===== src/rtl/nand_exerciser_if.sv =====
// nand_exerciser_if
// Purpose: groups the exerciser's control/result handshake and the gate-side
//          drive/sense signals into one bundle.
// Signals:
//   start      - begin a run (accepted only while not busy)
//   a_drv      - registered drive to gate input A
//   b_drv      - registered drive to gate input B
//   y_in       - gate output fed back to the exerciser
//   busy       - run in progress
//   done       - one-cycle completion pulse
//   pass       - result of the last completed run
//   err_cnt    - saturating mismatch count
//   dbg_state  - current FSM state of the exerciser (debug visibility)
//   fail_vec   - {A,B} of the first mismatch   (NAND_EXERCISER_CAPTURE_EN only)
//   fail_valid - fail_vec holds a capture       (NAND_EXERCISER_CAPTURE_EN only)
// Modports: slave = the exerciser, master = the host plus the gate under test.
// Handshake: start is a level sampled on the rising clock edge; it is taken
//   whenever busy is low, and done pulses for exactly one cycle when the run
//   finishes, with pass/err_cnt valid from that cycle until the next start.
interface nand_exerciser_if #(
    parameter int CNT_W = 8
);
    logic             start;
    logic             a_drv;
    logic             b_drv;
    logic             y_in;
    logic             busy;
    logic             done;
    logic             pass;
    logic [CNT_W-1:0] err_cnt;
    logic [1:0]       dbg_state;
`ifdef NAND_EXERCISER_CAPTURE_EN
    logic [1:0]       fail_vec;
    logic             fail_valid;

    modport slave (
        input  start, y_in,
        output a_drv, b_drv, busy, done, pass, err_cnt, dbg_state,
        output fail_vec, fail_valid
    );
    modport master (
        output start, y_in,
        input  a_drv, b_drv, busy, done, pass, err_cnt, dbg_state,
        input  fail_vec, fail_valid
    );
`else
    modport slave (
        input  start, y_in,
        output a_drv, b_drv, busy, done, pass, err_cnt, dbg_state
    );
    modport master (
        output start, y_in,
        input  a_drv, b_drv, busy, done, pass, err_cnt, dbg_state
    );
`endif
endinterface


===== src/rtl/nand_exerciser.sv =====
// nand_exerciser
// Purpose: drives a 2-input NAND under test through {A,B} = 00,01,10,11,
//          REPEAT times, samples the gate output at the end of every SETTLE
//          window, counts mismatches against ~(A&B) and reports pass/fail.
// Parameters: SETTLE (1..255) hold cycles per vector, REPEAT (>=1) sweeps per
//          run, CNT_W mismatch counter width.
// Ports:
//   clk - rising-edge clock
//   rst - synchronous active-high reset
//   bus - nand_exerciser_if.slave (start, y_in in; drives, status, results out)
// Optional feature: define NAND_EXERCISER_CAPTURE_EN to capture the first
//          mismatching vector on bus.fail_vec / bus.fail_valid.
module nand_exerciser #(
    parameter int SETTLE = 2,
    parameter int REPEAT = 1,
    parameter int CNT_W  = 8
) (
    input  logic              clk,
    input  logic              rst,
    nand_exerciser_if.slave   bus
);
    localparam int SET_W = (SETTLE > 1) ? $clog2(SETTLE) : 1;
    localparam int REP_W = (REPEAT > 1) ? $clog2(REPEAT) : 1;

    typedef enum logic [1:0] {
        S_IDLE = 2'd0,
        S_RUN  = 2'd1,
        S_DONE = 2'd2
    } state_t;

    state_t           r_state;
    state_t           w_next;
    logic [SET_W-1:0] r_settle;
    logic [REP_W-1:0] r_sweep;
    logic [1:0]       r_ab;
    logic [CNT_W-1:0] r_err;
    logic             r_pass;
    logic             w_busy;
    logic             w_done;
    logic             w_accept;
    logic             w_tick;
    logic             w_last;
    logic             w_expect;
    logic             w_mismatch;
    logic [CNT_W-1:0] w_err_next;

    // DONE counts as idle for start acceptance, so back-to-back runs work.
    assign w_accept   = bus.start && (r_state != S_RUN);
    // End of the settle window: sample this vector, register the next one.
    assign w_tick     = (r_state == S_RUN) && (r_settle == SET_W'(SETTLE - 1));
    assign w_last     = w_tick && (r_ab == 2'b11) && (r_sweep == REP_W'(REPEAT - 1));
    assign w_expect   = ~(r_ab[1] & r_ab[0]);
    // Case inequality so an X/Z gate output is scored as a mismatch.
    assign w_mismatch = (bus.y_in !== w_expect);
    assign w_err_next = (w_tick && w_mismatch && (r_err != {CNT_W{1'b1}}))
                        ? r_err + 1'b1 : r_err;

    always_ff @(posedge clk) begin
        if (rst) begin
            r_state <= S_IDLE;
        end else begin
            r_state <= w_next;
        end
    end

    always_comb begin
        w_next = r_state;
        w_busy = 1'b0;
        w_done = 1'b0;
        case (r_state)
            S_IDLE: begin
                if (bus.start) w_next = S_RUN;
            end
            S_RUN: begin
                w_busy = 1'b1;
                if (w_last) w_next = S_DONE;
            end
            S_DONE: begin
                w_done = 1'b1;
                w_next = bus.start ? S_RUN : S_IDLE;
            end
            default: w_next = S_IDLE;
        endcase
    end

    always_ff @(posedge clk) begin
        if (rst) begin
            r_settle <= '0;
            r_sweep  <= '0;
            r_ab     <= 2'b00;
            r_err    <= '0;
            r_pass   <= 1'b0;
        end else if (w_accept) begin
            r_settle <= '0;
            r_sweep  <= '0;
            r_ab     <= 2'b00;
            r_err    <= '0;
            r_pass   <= 1'b0;
        end else if (r_state == S_RUN) begin
            r_err <= w_err_next;
            if (w_tick) begin
                r_settle <= '0;
                // 11 wraps to 00, which is also the idle drive after the last vector.
                r_ab     <= r_ab + 2'b01;
                if (r_ab == 2'b11) r_sweep <= r_sweep + 1'b1;
                if (w_last) r_pass <= (w_err_next == '0);
            end else begin
                r_settle <= r_settle + 1'b1;
            end
        end
    end

`ifdef NAND_EXERCISER_CAPTURE_EN
    logic [1:0] r_fail_vec;
    logic       r_fail_valid;

    always_ff @(posedge clk) begin
        if (rst || w_accept) begin
            r_fail_vec   <= 2'b00;
            r_fail_valid <= 1'b0;
        end else if (w_tick && w_mismatch && !r_fail_valid) begin
            r_fail_vec   <= r_ab;
            r_fail_valid <= 1'b1;
        end
    end

    assign bus.fail_vec   = r_fail_vec;
    assign bus.fail_valid = r_fail_valid;
`endif

    assign bus.a_drv     = r_ab[1];
    assign bus.b_drv     = r_ab[0];
    assign bus.busy      = w_busy;
    assign bus.done      = w_done;
    assign bus.pass      = r_pass;
    assign bus.err_cnt   = r_err;
    assign bus.dbg_state = r_state;
endmodule


===== src/flat_wrapper.sv =====
// flat-port wrapper written by rule: the top's interface ports become plain ports
module nand_exerciser_flat 
#(
    parameter int SETTLE = 2,
    parameter int REPEAT = 1,
    parameter int CNT_W  = 8
)
  (clk, rst, bus_start, bus_y_in, bus_a_drv, bus_b_drv, bus_busy, bus_done, bus_pass, bus_err_cnt, bus_dbg_state);
  nand_exerciser_if #(.CNT_W(CNT_W)) bus_i ();
  input  logic clk;
  input  logic rst;
  input wire logic [$bits(bus_i.start)-1:0] bus_start;
  input wire logic [$bits(bus_i.y_in)-1:0] bus_y_in;
  output wire logic [$bits(bus_i.a_drv)-1:0] bus_a_drv;
  output wire logic [$bits(bus_i.b_drv)-1:0] bus_b_drv;
  output wire logic [$bits(bus_i.busy)-1:0] bus_busy;
  output wire logic [$bits(bus_i.done)-1:0] bus_done;
  output wire logic [$bits(bus_i.pass)-1:0] bus_pass;
  output wire logic [$bits(bus_i.err_cnt)-1:0] bus_err_cnt;
  output wire logic [$bits(bus_i.dbg_state)-1:0] bus_dbg_state;
  assign bus_i.start = bus_start;
  assign bus_i.y_in = bus_y_in;
  assign bus_a_drv = bus_i.a_drv;
  assign bus_b_drv = bus_i.b_drv;
  assign bus_busy = bus_i.busy;
  assign bus_done = bus_i.done;
  assign bus_pass = bus_i.pass;
  assign bus_err_cnt = bus_i.err_cnt;
  assign bus_dbg_state = bus_i.dbg_state;
  nand_exerciser #(.SETTLE(SETTLE), .REPEAT(REPEAT), .CNT_W(CNT_W)) u_core (.clk(clk), .rst(rst), .bus(bus_i));
endmodule

===== config.mk =====
export PLATFORM = sky130hd
export DESIGN_NAME = nand_exerciser_flat
export DESIGN_NICKNAME = d
export VERILOG_FILES = /design/src/rtl/nand_exerciser_if.sv /design/src/rtl/nand_exerciser.sv /design/src/flat_wrapper.sv
export SDC_FILE = /design/constraint.sdc
export NUM_CORES = 1
export LEC_CHECK = 0
export BUFFER_PORTS_ARGS = -buffer_cell sky130_fd_sc_hd__buf_2
export CAP_MARGIN = 20
export CORE_MARGIN = 2
export CORE_UTILIZATION = 55
export CTS_CLUSTER_DIAMETER = 30
export CTS_CLUSTER_SIZE = 12
export DETAILED_ROUTE_END_ITERATION = 8
export PLACE_DENSITY = 0.81
export SKIP_CTS_REPAIR_TIMING = 1
export SLEW_MARGIN = 5
export SYNTH_ARGS = -nofsm -noshare
export SYNTH_HDL_FRONTEND = slang
export SYNTH_SLANG_ARGS = --single-unit

===== constraint.sdc =====
create_clock -name clk -period 2.9 [get_ports clk]
set_input_delay 0.58 -clock clk [delete_from_list [all_inputs] [get_ports clk]]
set_output_delay 0.58 -clock clk [all_outputs]
set_load 0.005 [all_outputs]

## Word-level counts from Yosys, hierarchy flattened

Index checks and enable logic that the tools add are counted.

- Register bits after elaboration: 15
- Input port bits: 4
- Output and inout bits: 15
- Word-level logic and storage cells: 42

- Add/subtract/negate cells: 4
- Eq/ne operators: 8
- Multiplexer cells: 8
- Bitwise gates (word level): 3
- Reduce and logical (&&, ||, !) cells: 13

Operators with widths:

| kind | count |
|---|---|
| adder 8 x 1 -> 8 bit, second input constant | 1 |
| logical NOT 8 bit | 1 |
| 2-to-1 mux 8 bit | 1 |
| != test 8 bit, second input constant | 1 |
| logical AND 1 bit | 6 |
| case mux 2 bit (3 select lines) | 1 |
| AND reduction 3 bit | 2 |
| == test 2 bit, second input constant | 2 |
| 2-to-1 mux 1 bit | 4 |
| 2-to-1 mux 2 bit | 2 |
| != test 2 x 1 -> 1 bit, second input constant | 2 |
| AND reduction 2 bit | 2 |
| adder 1 bit, second input constant | 2 |
| adder 2 x 1 -> 2 bit, second input constant | 1 |
| == test 2 x 1 -> 1 bit, second input constant | 1 |
| logical NOT 2 bit | 1 |
| != test 2 bit, second input constant | 1 |
| inverter 1 bit | 2 |
| OR reduction 2 bit | 1 |
| bitwise AND 1 bit | 1 |
| case inequality test 1 bit | 1 |

## Depth between registers and ports, before layout

Gate-level depths: netlist (run 1).

- Depth after elaboration: 7
- Depth in mapped cells: 6
- Gate-level depth less buffers: 6

## Worst setup path before layout (run 1)

Ideal clock, no wire load.

- Path kind: flip-flop to flip-flop
- From: reg u_core.r_err[0] (netlist: u_core.bus.err_cnt[0])
- To: reg u_core.r_err[6] (netlist: u_core.bus.err_cnt[6])
- Setup time: 0.070 ns
- Data arrival time: 1.721 ns
- Required time: 2.830 ns
- Slack: 1.109 ns
- Stages on the path, launching flop included: 6
- Path buffers: 0
- Period minus slack after synthesis: 1.791 ns
- Path through: dfxtp_1 -> ha_1 -> nand3_1 -> or4b_4 -> or3_1 -> a21oi_1

- Word-level cells in the longest chain between the ends: 3
- Elaborated cells on any way between the ends: 4
- Those cells by class: add/sub (1); eq/ne (1); mux (1); reduce/logical (1)

RTL lines:

| what | RTL line | text |
|---|---|---|
| start: declaration | nand_exerciser.sv:36 | `logic [CNT_W-1:0] r_err;` |
| start signal: assignment | nand_exerciser.sv:100 | `r_err <= w_err_next;` |
| parallel branches: the longest is 2 deep, another holds adder 8 x 1 -> 8 bit | - |  |
| 2-to-1 mux 8 bit * | nand_exerciser.sv:56 | `? r_err + 1'b1 : r_err;` |

Every way passes the cells marked *.
A chain may end at the register's enable or synchronous reset.

## Worst setup path in the final report (run 1)

Ends and elaborated chain as after synthesis.

==> flow_summary.toml, run 1 <==
[clock_network]
path_clk_slew_ns = 0.09
clock_path_buffers = 2
cts_tree = "built"
clock_latency_ns = 0.29
cts-root-buf = "clkbuf_4"
clock-sinks = 15
htree_num_levels = 1
cts_buffers = 3

[critical_path]
r2r_slack_ns = 0.99
critPathKind = "reg -> reg"
critPathArrivalTime_ns = 2.13
crit_path_end_kind = "flip-flop"
critPathSlowestCell = "or4b_4"
r2r_cells = 5
worstReg2RegEnd = "u_core.bus.err_cnt[6]"
cp_max_fo = 7
cp_data_required_time_ns = 3.12
slowest_delay_ns = 0.55
r2r-start = "u_core.bus.err_cnt[0]"
path_cells = "ha_1 -> nand3_1 -> or4b_4 -> or3_1 -> a21oi_1"
critPathLaunchType = "flip-flop"

[synthesis]
muxShareOfSynthArea_pct = 4.98
synth_xor_xnor_area_share_pct = 9.80
synth_nets = 97
synth-compound-area-share_pct = 10.3
synth_top_family_by_area = "simple AND/OR/NAND/NOR gates"
synth-main-ff-cell = "dfxtp_1"
yosys.area.top_type_share_pct = 37.3
synth_edf_count = 0
syn_inst = 91
synth-async-reset-ratio_pct = 0
ys_ff_latch = 15
synth_warnings = 0
synth.area.top_cells = "dfxtp_1 (37%), xnor2_1 (6.5%), nor2_1 (5.1%), mux2i_1 (5.0%), nand2_1 (3.3%)"
yosysTopAreaCell = "dfxtp_1"
synth_fa_ha_area_share_pct = 3.11
ys_seq_area_share_pct = 37.3
synth_cell_types = 31
avgSynthCellArea_um2 = 8.84
yosys.area_share.simple_pct = 29.4
syn_area_um2 = 805

[floorplanning]
core_area_um2 = 1330
die_w_um = 42.2
row_count = 13
start_util_pct = 60.3
io_pins = 19
die_h_um = 42.2
die_area_um2 = 1780

[sta]
rsz0062_at_grt = "false"
setup_viol = 0
fin_tns_setup_ns = 0
fin_skew_ns = 0.00574
finalMaxSlewViolations = 0
hold_violations = 0
tightest_slew_ns = 0.571
finalCriticalPeriod_ns = 1.91
fmax_mhz = 524
fin_crit_sh_pct = 65.9
hold_ws_ns = 0.449
timing.max_slew.rel_slack_pct = 61.9

[layout]
drive_gt1_share_pct = 25.2
area_growth_pct = 14.5
diodes = 0
nets = 118

[place]
gp_congestion = 0.853
port_buffers = 18
hpwl_um = 1200

[run]
cap_violations = 0

[drt]
first_pass_iters = 3
drt-initial-drc-count = 11
route.detailed.drc = 0
wl_per_cell_um = 12.2
viasPerCell = 5.51
wl_um = 1530
drtAntennaViolNets = 0
vias = 694

[power_and_ir_drop]
power_leakage_nw = 0.411
powerDensity_nw_per_um2 = 389
p_clk_share_pct = 33.8
swShare_pct = 23.7
switchingPower_mw = 0.0848
ir_drop_uv = 306
seqPwrFrac_pct = 59.3
internal_power_mw = 0.273
power_frac_comb_pct = 7.0

[global_route]
antenna_found_initial = 0
overflow = 0
grt_pass1_wl_um = 2620
first_global_vias = 615
grt_max_degree = 9
grt.total_usage_pct = 18.8

[worst_hold_path]
worstHoldPathCells = 2
worstHoldEndpoint = "u_core.bus.dbg_state[0]"
holdCritPathClass = "in -> reg"
worstHoldStart = "rst"

[status]
status = "completed"
-- power groups by stage --
| stage | registers [mW] | logic, mW | clock network (mW) |
|---|---|---|---|
| after floorplan | 0.217 | 0.0174 | 0 |
| after global placement | 0.217 | 0.0244 | 0 |
| after detailed placement | 0.217 | 0.0249 | 0 |
| after CTS | 0.212 | 0.0251 | 0.121 |
| after global routing | 0.213 | 0.0277 | 0.130 |
| final | 0.212 | 0.0250 | 0.121 |
-- stage by stage --
step                      power, mW  cells  setup slack [ns]  utilization [%]  cell area (um2)
after floorplan               0.234     91              1.11                -              805
after global routing          0.370    126             0.883             69.0              921
after CTS                     0.359    126             0.979             69.0              921
final                         0.358    126             0.990             69.0              921
after detailed placement      0.242    122             0.913             67.1              895
after global placement        0.241    122             0.966             67.1              895
-- flip-flops by register name (all words and copies together), names as in the netlist --
name,flops
u_core.bus.dbg_state,2
u_core.r_sweep,1
u_core.bus.pass,1
u_core.bus.err_cnt,8
u_core.r_ab,2
u_core.r_settle,1
-- worst max-delay path by stage --
stage	slack [ns]	from	to
after floorplan	1.11	u_core.bus.err_cnt[0]	u_core.bus.err_cnt[6]
final	0.99	u_core.bus.err_cnt[0]	u_core.bus.err_cnt[6]
after global routing	0.88	u_core.bus.err_cnt[0]	u_core.bus.err_cnt[6]
after global placement	0.97	bus_y_in	u_core.bus.err_cnt[6]
after detailed placement	0.91	bus_y_in	u_core.bus.err_cnt[6]
after CTS	0.98	u_core.bus.err_cnt[0]	u_core.bus.err_cnt[6]
-- metal layers --
layer	routed length, um	part of all wire [%]	global-route usage [%]
met1	770	50	24.3
met4	27	1.8	9.38
met3	48	3.1	3.02
met2	686	45	30.2
met5	0	0	0
-- kinds of logic after synthesis --
| kind of cell | Yosys count |
|---|---|
| flip-flops | 15 |
| AND/OR/NAND/NOR | 41 |
| buffers and inverters | 7 |
| adder cells (fa/ha/maj) | 2 |
| multiplexers | 4 |
| AO/OA/AOI/OAI | 13 |
| XOR/XNOR | 9 |
-- cell usage after synthesis, drive strengths merged, types with 2 or more instances --
cell,instances
xnor2,6
nand2,7
nand3,4
nand3b,2
o21ai,5
nor3b,3
nor4,2
nor2,11
dfxtp,15
nor3,2
ha,2
nand4,3
xor2,3
buf,2
mux2i,4
inv,4
a21oi,4
-- worst max-delay path, delay by kind of cell (launching register included) --
kind	cells	cell delay, ns
simple gates	3	1.03
flops	1	0.44
fa+ha+maj	1	0.22
compound gates	1	0.15
-- cells in the final DEF, fill, tap and decap left out, drive strengths merged, types with 2 or more instances in the layout --
cell and instances:
buf 19, dfxtp 15, nor2 11, nand2 7
xnor2 6, o21ai 5, inv 4, nand3 4
a21oi 4, mux2i 4, clkbuf 4, xor2 3
nand4 3, nor3b 3, nor3 2, nor4 2
ha 2, nand3b 2
-- cell type report --
cell class,instances,area [um2]
inverter,4,15.0
fill,117,413
timing repair buffer,19,97.6
clock buffer,4,26.3
multi-input combinational,69,463
tap,15,18.8
sequential,15,300
Power figures use the tool's default switching activity.
==> run 2, diff against run 1 <==
Settings changed: ABC_AREA set to 1, CORE_UTILIZATION 55 to 47, PLACE_DENSITY 0.81 to 0.73.
Clock period 2.9 ns to 1.6 ns, I/O delays scaled along.
==> flow_summary.toml, run 2 <==
[sta]
setup_viol = 0
fin_skew_ns = 0.00555
timing.max_slew.rel_slack_pct = 78.1
fmax_mhz = 646
finalMaxSlewViolations = 0
hold_violations = 0
finalCriticalPeriod_ns = 1.55
hold_ws_ns = 0.210
fin_crit_sh_pct = 96.8
worst_slack_ns = 0.0519
rsz0062_at_grt = "true"
tightest_slew_ns = 0.326

[global_route]
antenna_found_initial = 0
grt.total_usage_pct = 20.8
first_global_vias = 858
grt_pass1_wl_um = 3350
overflow = 0
grt_max_degree = 9

[clock_network]
cts_tree = "built"
path_clk_slew_ns = 0.09
clock-sinks = 15
cts-root-buf = "clkbuf_4"
htree_num_levels = 1
cts_buffers = 3
clock_latency_ns = 0.28
clock_path_buffers = 2

[synthesis]
synth_cell_types = 21
syn_area_um2 = 890
synth_warnings = 0
synth-async-reset-ratio_pct = 0
ys_ff_latch = 15
yosysTopAreaCell = "dfxtp_1"
yosys-top-cells-count = "nand2_1 (44), nor2_1 (19), inv_1 (18), dfxtp_1 (15), nand3_1 (12)"
synth.area.top_cells = "dfxtp_1 (34%), nand2_1 (19%), nor2_1 (8.0%), inv_1 (7.6%), nand3_1 (6.8%)"
synth_edf_count = 0
synth_nets = 146
yosys.area.top_type_share_pct = 33.8
syn_inst = 140
synth-main-ff-cell = "dfxtp_1"
avgSynthCellArea_um2 = 6.35
yosysMostFrequentCell = "nand2_1"
ys_seq_area_share_pct = 33.8

[power_and_ir_drop]
p_clk_share_pct = 33.7
total_power_mw = 0.652
switchingPower_mw = 0.158
powerDensity_nw_per_um2 = 558
swShare_pct = 24.2
ir_drop_uv = 472
power_frac_comb_pct = 7.9
internal_power_mw = 0.494
seqPwrFrac_pct = 58.5
power_leakage_nw = 0.613

[layout]
layout_common_cells = "nand2_1 (38), nor2_1 (18), buf_2 (18), inv_1 (17)"
layout_commonest_cell = "nand2_1"
drive_gt1_share_pct = 32.7
largest_reg_flops = 8
layout.area.seq_um2 = 309
nets = 178
multi_input_area_um2 = 553
layout.cells.non_filler = 196
n_fill_cell = 166
diodes = 0
area_growth_pct = 31.5
final_core_util_pct = 67.0

[drt]
viasPerCell = 4.97
vias = 974
wl_um = 2000
route.detailed.drc = 0
wl_per_cell_um = 10.2
drt-initial-drc-count = 17
drtAntennaViolNets = 0
first_pass_iters = 4

[critical_path]
r2r-start = "u_core.r_ab[1]"
r2r_slack_ns = 0.05
critPathSlowestCell = "dfxtp_4"
cpMostUsedCell = "nor2_1"
crit_path_end_kind = "flip-flop"
slowest_delay_ns = 0.37
cp_data_required_time_ns = 1.83
worstReg2RegEnd = "u_core.bus.pass"
r2r_cells = 13
cp_max_fo = 4
path_cells = "ha_4 -> inv_4 -> nand2_4 -> nand2_4 -> nor2_8 -> buf_4 -> nand3_1 -> nand2_1 -> nor2_1 -> nand3_1 -> nor2_1 -> nor2_1 -> nor2_1"
critPathLaunchType = "flip-flop"
critPathKind = "reg -> reg"
critPathArrivalTime_ns = 1.77

[run]
cap_violations = 0

[floorplanning]
die_h_um = 47.5
start_util_pct = 51.0
row_count = 15
die_w_um = 47.5
io_pins = 19
die_area_um2 = 2260
core_area_um2 = 1750

[place]
hpwl_um = 1530
port_buffers = 18
pre_cts_ws_ns = 0.0228
gp_congestion = 0.816
place_inst = 190

[worst_hold_path]
holdCritPathClass = "in -> reg"
worstHoldEndpoint = "u_core.bus.dbg_state[1]"
worstHoldPathCells = 2
worstHoldStart = "rst"

[status]
status = "completed"
## run 2: cell count changes in the layout (fill, tap and decap cells not counted), moves of 5 or more
cell / previous run / this run
nor2_1: 11 / 18
buf_4: 1 / 11
inv_1: 4 / 17
nand3_1: 4 / 11
a21oi_1: 4 / 10
xnor2_1: 6 / 0
dfxtp_1: 15 / 10
nand2_1: 7 / 38
nand2_2: 0 / 6
## run 2: cells by family after synthesis
logic type      after synthesis  synth area share (%)
simple gates                 85                  43.5
buf+inv                      22                  9.70
compound gates               15                  9.28
flops                        15                  33.8
fa+ha+maj                     2                  2.81
xor+xnor                      1                 0.985
## run 2: stage by stage
stage | cell area [um2] | setup TNS [ns]
floorplan | 890 | 0
global placement | 1070 | 0
detailed placement | 1070 | 0
CTS | 1090 | -0.00892
global route | 1170 | -0.0921
finish | 1170 | 0
## run 2: how the worst max path moves through the flow
| stage | startpoint | end | cells after the start |
|---|---|---|---|
| floorplan | u_core.bus.err_cnt[1] | u_core.bus.pass | 12 |
| global placement | u_core.r_ab[1] | u_core.bus.pass | 13 |
| detailed placement | u_core.r_ab[1] | u_core.bus.pass | 13 |
| CTS | u_core.r_ab[1] | u_core.bus.pass | 13 |
| global route | u_core.r_ab[1] | u_core.bus.pass | 13 |
| finish | u_core.r_ab[1] | u_core.bus.pass | 13 |
## run 2: power groups by stage
stage	logic [mW]	registers [mW]	clock network, mW
5_1_grt	0.0584	0.382	0.236
3_3_place_gp	0.0469	0.392	0
3_5_place_dp	0.0481	0.392	0
6_report	0.0513	0.381	0.220
4_1_cts	0.0483	0.383	0.222
2_1_floorplan	0.0279	0.392	0
## run 2: final cells by class
| class | count | area share [%] |
|---|---|---|
| Multi-Input combinational cell | 103 | 47.3 |
| Sequential cell | 15 | 26.4 |
| Timing Repair Buffer | 29 | 14.8 |
| Inverter | 20 | 6.63 |
| Tap cell | 25 | 2.67 |
| Clock buffer | 4 | 2.25 |
## run 2: routing by layer
layer	up-vias	global-route usage, %	routed length (um)
met4	0	6.67	47
li1	502	-	-
met3	6	3.40	87
met1	442	23.8	840
met2	24	38.9	1030
met5	-	0	0
## run 2: critical path, delay by kind of cell (launching register included)
family                     cells  cell delay, ns
buffers and inverters          2            0.20
DFF                            1            0.37
and+or+nand+nor               10            0.75
adders and majority gates      1            0.17
